## config.mk

```make
export PLATFORM = sky130hd
export DESIGN_NAME = frac_lutk_ccff_flat
export DESIGN_NICKNAME = d
export VERILOG_FILES = /design/src/rtl/frac_lutk_ccff_if.sv /design/src/rtl/frac_lutk_ccff.sv /design/src/flat_wrapper.sv
export SDC_FILE = /design/constraint.sdc
export NUM_CORES = 1
export LEC_CHECK = 0
export BUFFER_PORTS_ARGS = -buffer_cell sky130_fd_sc_hd__buf_2
export CAP_MARGIN = 10
export CORE_MARGIN = 1.5
export CORE_UTILIZATION = 35
export CTS_CLUSTER_DIAMETER = 80
export CTS_CLUSTER_SIZE = 25
export DETAILED_ROUTE_END_ITERATION = 7
export SKIP_CTS_REPAIR_TIMING = 1
export SLEW_MARGIN = 5
export SYNTH_ARGS = -nofsm -noshare
export SYNTH_HDL_FRONTEND = slang
export SYNTH_SLANG_ARGS = --single-unit
```

## constraint.sdc

```tcl
create_clock -name prog_clk -period 3.7 [get_ports prog_clk]
set_input_delay 0.37 -clock prog_clk [delete_from_list [all_inputs] [get_ports prog_clk]]
set_output_delay 0.37 -clock prog_clk [all_outputs]
set_load 0.01 [all_outputs]
```

## src/rtl/frac_lutk_ccff_if.sv

```systemverilog
// Signal bundle for the fracturable LUT-K with built-in configuration chain.
// The master side drives the chain controls and LUT inputs; the slave side is the LUT.
interface frac_lutk_ccff_if #(
  parameter int LUT_K = 4
);
  logic             ccff_en;
  logic             ccff_head;
  logic             cfg_clr;
  logic [LUT_K-1:0] frac_in;
  logic             lutk_out;
  logic [1:0]       lutk1_out;
  logic             ccff_tail;
  logic             cfg_done;
  logic             cfg_err;

  modport master (
    output ccff_en, ccff_head, cfg_clr, frac_in,
    input  lutk_out, lutk1_out, ccff_tail, cfg_done, cfg_err
  );

  modport slave (
    input  ccff_en, ccff_head, cfg_clr, frac_in,
    output lutk_out, lutk1_out, ccff_tail, cfg_done, cfg_err
  );
endinterface

```

## src/rtl/frac_lutk_ccff.sv

```systemverilog
// Fracturable LUT-K (one LUT-K or two LUT-(K-1)) with its serial config chain and load tracking.
// Define FRAC_LUT_CFG_PARITY_EN to add an even-parity bit at the head of the chain and cfg_err.
module frac_lutk_ccff #(
  parameter int LUT_K = 4
) (
  input  logic              prog_clk,
  input  logic              pReset,
  frac_lutk_ccff_if.slave   bus
);
  localparam int SRAM_N = 2**LUT_K;
`ifdef FRAC_LUT_CFG_PARITY_EN
  localparam int CHAIN_LEN = SRAM_N + 2;
`else
  localparam int CHAIN_LEN = SRAM_N + 1;
`endif
  localparam int CNT_W = $clog2(CHAIN_LEN + 1);
  localparam logic [CNT_W-1:0] CNT_FULL = CNT_W'(CHAIN_LEN);
  localparam logic [CNT_W-1:0] CNT_LAST = CNT_W'(CHAIN_LEN - 1);

  logic [CHAIN_LEN-1:0] mem;
  logic [CNT_W-1:0]     cnt;
  logic [CNT_W-1:0]     cnt_next;
  logic                 cfg_done_q;
  logic                 cfg_err_w;

  logic [SRAM_N-1:0]    sram;
  logic                 mode;
  logic [LUT_K-2:0]     sel;
  logic                 lo;
  logic                 hi;

  // Clear wins over the count, but a shift in the clear cycle still counts as bit one.
  always_comb begin
    cnt_next = cnt;
    if (bus.cfg_clr) begin
      cnt_next = bus.ccff_en ? CNT_W'(1) : '0;
    end else if (bus.ccff_en && (cnt != CNT_FULL)) begin
      cnt_next = cnt + CNT_W'(1);
    end
  end

  always_ff @(posedge prog_clk or negedge pReset) begin
    if (!pReset) begin
      mem        <= '0;
      cnt        <= '0;
      cfg_done_q <= 1'b0;
    end else begin
      if (bus.ccff_en) begin
        mem <= {mem[CHAIN_LEN-2:0], bus.ccff_head};
      end
      cnt        <= cnt_next;
      cfg_done_q <= (cnt_next == CNT_FULL);
    end
  end

`ifdef FRAC_LUT_CFG_PARITY_EN
  logic cfg_err_q;
  logic par_next;
  logic load_reach;

  // Parity is judged on the chain contents as they will be after this edge.
  assign par_next   = ^{mem[CHAIN_LEN-2:0], bus.ccff_head};
  assign load_reach = bus.ccff_en && !bus.cfg_clr && (cnt == CNT_LAST);

  always_ff @(posedge prog_clk or negedge pReset) begin
    if (!pReset) begin
      cfg_err_q <= 1'b0;
    end else if (bus.cfg_clr) begin
      cfg_err_q <= 1'b0;
    end else if (load_reach && par_next) begin
      cfg_err_q <= 1'b1;
    end
  end

  assign cfg_err_w = cfg_err_q;
`else
  logic unused_cnt_last;
  assign unused_cnt_last = ^CNT_LAST;
  assign cfg_err_w = 1'b0;
`endif

  assign sram = mem[SRAM_N-1:0];
  assign mode = mem[SRAM_N];
  assign sel  = bus.frac_in[LUT_K-2:0];
  assign lo   = sram[{1'b0, sel}];
  assign hi   = sram[{1'b1, sel}];

  always_comb begin
    bus.lutk_out  = 1'b0;
    bus.lutk1_out = 2'b00;
    if (cfg_done_q && !cfg_err_w) begin
      if (mode) begin
        bus.lutk1_out = {hi, lo};
      end else begin
        bus.lutk_out = bus.frac_in[LUT_K-1] ? hi : lo;
      end
    end
  end

  assign bus.ccff_tail = mem[CHAIN_LEN-1];
  assign bus.cfg_done  = cfg_done_q;
  assign bus.cfg_err   = cfg_err_w;
endmodule

```

## src/flat_wrapper.sv

```systemverilog
// flat-port wrapper written by rule: the top's interface ports become plain ports
module frac_lutk_ccff_flat 
#(
  parameter int LUT_K = 4
)
  (prog_clk, pReset, bus_ccff_en, bus_ccff_head, bus_cfg_clr, bus_frac_in, bus_lutk_out, bus_lutk1_out, bus_ccff_tail, bus_cfg_done, bus_cfg_err);
  frac_lutk_ccff_if #(.LUT_K(LUT_K)) bus_i ();
  input  logic prog_clk;
  input  logic pReset;
  input wire logic [$bits(bus_i.ccff_en)-1:0] bus_ccff_en;
  input wire logic [$bits(bus_i.ccff_head)-1:0] bus_ccff_head;
  input wire logic [$bits(bus_i.cfg_clr)-1:0] bus_cfg_clr;
  input wire logic [$bits(bus_i.frac_in)-1:0] bus_frac_in;
  output wire logic [$bits(bus_i.lutk_out)-1:0] bus_lutk_out;
  output wire logic [$bits(bus_i.lutk1_out)-1:0] bus_lutk1_out;
  output wire logic [$bits(bus_i.ccff_tail)-1:0] bus_ccff_tail;
  output wire logic [$bits(bus_i.cfg_done)-1:0] bus_cfg_done;
  output wire logic [$bits(bus_i.cfg_err)-1:0] bus_cfg_err;
  assign bus_i.ccff_en = bus_ccff_en;
  assign bus_i.ccff_head = bus_ccff_head;
  assign bus_i.cfg_clr = bus_cfg_clr;
  assign bus_i.frac_in = bus_frac_in;
  assign bus_lutk_out = bus_i.lutk_out;
  assign bus_lutk1_out = bus_i.lutk1_out;
  assign bus_ccff_tail = bus_i.ccff_tail;
  assign bus_cfg_done = bus_i.cfg_done;
  assign bus_cfg_err = bus_i.cfg_err;
  frac_lutk_ccff #(.LUT_K(LUT_K)) u_core (.prog_clk(prog_clk), .pReset(pReset), .bus(bus_i));
endmodule
```

Word level (Yosys, flattened, before mapping)
Cells that the tools add are included.
{"block": "classes", "n_addsub": 1, "n_reduce_logical": 1, "n_eq_ne": 2, "n_mux": 12, "order_cmp": 2}
{"cell": "$mux 5", "n": 2}
{"cell": "$bmux 1 s3", "n": 2}
{"cell": "$mux 1", "n": 6}
{"cell": "$add 5x1->5 const B", "n": 1}
{"cell": "$eq 5x5->1 const B", "n": 1}
{"cell": "$lt 3x5->1 const B", "n": 1}
{"cell": "$lt 4x5->1 const B", "n": 1}
{"cell": "$ne 5x5->1 const B", "n": 1}
{"cell": "$mux 2", "n": 2}
{"cell": "$logic_and 1x1->1", "n": 1}
{"block": "totals", "regBits": 23, "output_inout_bits": 6}

Depth between registers and ports, before layout
{"block": "logic_depth", "depth_word": 5, "ltp_mapped": 6}

Worst setup path before layout
Ideal clock, no wire load.
{"block": "synth_timing", "path_type": "input to output", "startpoint": "input port bus_frac_in[0]", "endpoint": "output port bus_lutk_out", "t_arrival_ns": 1.270, "required_time_ns": 3.330, "n_path_buf": 0, "stages": 4, "slack_ns": 2.060, "path_cell_list": "mux4_1 -> mux2i_1 -> mux2_2 -> nor3b_2"}
{"block": "synth_between", "elab_chain_len": 5}
{"element": "from (decl)", "line_no": "flat_wrapper.sv:13", "source": "input wire logic [$bits(bus_i.frac_in)-1:0] bus_frac_in;"}
{"element": "$bmux 1 s3 (on tied branches)", "line_no": "frac_lutk_ccff.sv:85, frac_lutk_ccff.sv:86"}
{"element": "$mux 1 (on tied branches)", "line_no": "frac_lutk_ccff.sv:85, frac_lutk_ccff.sv:86"}
{"element": "$mux 1 *", "line_no": "frac_lutk_ccff.sv:95", "source": "bus.lutk_out = bus.frac_in[LUT_K-1] ? hi : lo;"}
{"element": "$mux 1 *", "line_no": "frac_lutk_ccff.sv:92", "source": "if (mode) begin"}
{"element": "$mux 1 *", "line_no": "frac_lutk_ccff.sv:91", "source": "if (cfg_done_q && !cfg_err_w) begin"}
{"element": "to (decl)", "line_no": "flat_wrapper.sv:14", "source": "output wire logic [$bits(bus_i.lutk_out)-1:0] bus_lutk_out;"}
Every way passes the cells marked *; elsewhere a longest branch is shown, timed or not. The select of a mux whose other input is x is not followed.

Worst setup path after layout
{"block": "layout_timing", "startpoint": "register u_core.mem[11]", "endpoint": "output port bus_lutk_out"}
{"block": "layout_between", "elab_chain_len": 5}
{"element": "from (decl)", "line_no": "frac_lutk_ccff.sv:20", "source": "logic [CHAIN_LEN-1:0] mem;"}
{"element": "from (signal assigned)", "line_no": "frac_lutk_ccff.sv:49", "source": "mem <= {mem[CHAIN_LEN-2:0], bus.ccff_head};"}
{"element": "$bmux 1 s3", "line_no": "frac_lutk_ccff.sv:86", "source": "assign hi = sram[{1'b1, sel}];"}
{"element": "$mux 1 (not written as such)", "line_no": "frac_lutk_ccff.sv:86"}
{"element": "$mux 1", "line_no": "frac_lutk_ccff.sv:95"}
{"element": "$mux 1", "line_no": "frac_lutk_ccff.sv:92"}
{"element": "$mux 1", "line_no": "frac_lutk_ccff.sv:91"}
Every way passes these cells. The select of a mux whose other input is x is not followed.

==> impl_results.md <==
* Yosys cell types at 20
* PD cells at 519 mW/mm2
* Clk root buf: clkbuf_4
* Minimum clock period at between 2 and 2.5 ns
* Yosys reg bits at 23
* Asr flop ratio synth at 100%
* Post-Syn Area per Cell at 14.2 um2
* Initial core utilization at between 30 and 40%
* Gpl congestion at just under 0.8
* Worst path cell trace: mux4_1, mux2i_1, mux2_2, nor3b_2, buf_2
* Initial antenna violation count at 0
* DRC Markers at 0
* Routed Antenna Nets at 0
* Via density at between 4 and 5
* Synthesized instance count at 78
* Arrival time worst endpoint at approximately 1.8 ns
* NumNets Final at ~100
* HPWL after DPL at 1.27 mm
* Worst ir drop on vdd at roughly 0.16 mV
* Max FO, Critical Path at 3
* DR iter-0 viols at 12
* Core area at around 0.003 mm2
* Maxcap violations at 0
* Post-synthesis cell area at ~0.0011 mm2
* Clock tree buffer depth at 2
* Post-synth top flop: dfrtp_1
* Status: finished, final reports clean
* Largest net degree at the start of global routing at 25
* CTS Buf Count at 3
* Period Utilization, post-route at 58.2%
* Die H at a little under 60 um
* CP bufs+invs at 1
* DRT Wirelength at about 1.7 mm
* Buffers added on ports at 13
* Ys Warns at 0
* Fmax at between 400 and 500 MHz
* Delay-heaviest family, CP: multiplexers
* Worst EP required at roughly 3.3 ns
* Synthesized Nets at 89
* Critical Path Start Type: flip-flop
* Die width at ~59 um
* Final clock skew at around 0.0014 ns
* Vias at 659
* Final setup viols at 0
* Slowest CP cell: mux4_1
* Crit end category: output port
* Core Util, Final at about two fifths
* Tot GR Track Use at between 10 and 15%
* Number of synthesized flops with an enable pin at 0
* Fin. Hold Viols at 0
* Sum Neg Setup Slack at 0 ns
* Pre-antenna DRT Iters at 4
* H-tree depth at 1
* Die area at around 0.0035 mm2
* Seq/Total Area, Yosys at 51.9%
* Area Growth Syn to Fin at 11.7%
* Share of cells above drive strength 1 at around two fifths
* Top Ports at 15
* First-pass GRT wire length at between 3 and 4 mm
* Row Count at 20
* Fin. max-slew vios at 0
* GR Overflow Total at 0
* Class of the most critical setup path: reg -> out
* Clock-pin slew on the worst setup and hold paths at between 0.1 and 0.15 ns
* Unrepaired setup endpoints after global routing: no
* # clock sinks at 23
* Vias in the first global route at between 700 and 800
* Tightest Hold Check Type: in -> async
* Worst skew pair latency at 0.29 ns
* Critical path's largest stage delay at roughly 0.50 ns
* WL/cell at between 10 and 15 um
* LEAKAGE at roughly 0.56 nW
* N_diodes at 0
* CTS tree: yes
==> worst reg2reg max path, delay by kind of cell, from the launching register on <==
family                   cells  cell delay (ns)
AO/OA/AOI/OAI                1             0.19
flip-flops                   1             0.46
AND/OR/NAND/NOR              3             0.67
adder cells (fa/ha/maj)      1             0.23
==> placed cells by master, fill, tap and decap left out, drive strengths merged <==
cell,instances
a21oi,4
ha,2
nand4,2
nor4,1
mux2,18
conb,1
nand2,4
or3b,1
buf,13
mux4,4
clkbuf,3
clkinv,1
xor2,2
nor2,4
a311oi,1
dfrtp,23
nor4b,1
nand4bb,1
nor3b,1
inv,2
mux2i,3
==> layer usage <==
metal	share of wire (%)	track usage [%]
met1	48	14.9
met2	47	18.5
met3	3.2	1.97
met4	1.0	3.90
met5	0	0
==> registers in the layout (all words and copies together), names as in the netlist <==
signal               cells
u_core.cnt               5
u_core.mem              17
u_core.bus.cfg_done      1
==> cells by family after synthesis <==
| group | count (synthesis) | share of synthesized area [%] |
|---|---|---|
| compound gates | 5 | 2.60 |
| buf+inv | 5 | 2.26 |
| xor+xnor | 2 | 1.58 |
| other cells | 1 | 0.338 |
| fa+ha+maj | 2 | 2.26 |
| flops | 23 | 51.9 |
| simple gates | 15 | 8.58 |
| mux | 25 | 30.5 |
==> final timing paths <==
kind                                 from                   to  depth (start not counted)  slack, ns
max                        u_core.mem[11]         bus_lutk_out                          5       1.54
min                                pReset        u_core.mem[9]                          1       0.02
max reg2reg                 u_core.cnt[0]  u_core.bus.cfg_done                          5       2.04
min reg2reg                 u_core.mem[3]        u_core.mem[4]                          1       0.53
max in group asynchronous          pReset  u_core.bus.cfg_done                          1       3.35
min in group prog_clk       bus_ccff_head        u_core.mem[0]                          2       0.30
==> final cells by class <==
| type | instances | area [um2] |
|---|---|---|
| Tap cell | 44 | 55.1 |
| Clock inverter | 1 | 5.00 |
| Clock buffer | 3 | 22.5 |
| Fill cell | 296 | 1790 |
| Inverter | 2 | 7.51 |
| Multi-Input combinational cell | 50 | 508 |
| Timing Repair Buffer | 13 | 65.1 |
| Sequential cell | 23 | 576 |
==> synthesized netlist by cell type, drive strengths merged (2+ instances only) <==
library cell   n  area [um2]
buf            3        17.5
nor2           4        15.0
dfrtp         23         576
nand2          4        15.0
a21oi          4        20.0
xor2           2        17.5
inv            2        7.51
mux4           4         105
nand4          2        12.5
mux2          18         203
ha             2        25.0
mux2i          3        30.0
==> through the flow <==
stage / hold WS [ns] / setup WS (ns) / area [um2] / instances / power (mW)
3_5_place_dp: 0.372 / 1.67 / 1210 / 132 / 0.541
3_3_place_gp: 0.364 / 1.71 / 1210 / 132 / 0.532
2_1_floorplan: 0.0744 / 2.06 / 1110 / 78 / 0.491
4_1_cts: 0.0339 / 1.53 / 1240 / 136 / 0.652
5_1_grt: 0.0464 / 1.43 / 1240 / 136 / 0.689
6_report: 0.0188 / 1.54 / 1240 / 136 / 0.642
==> where the power goes <==
group          internal [mW]  switching (mW)
Sequential             0.326          0.0547
Combinational         0.0998          0.0523
Clock                 0.0402          0.0698
(Power assumes the default switching activity.)
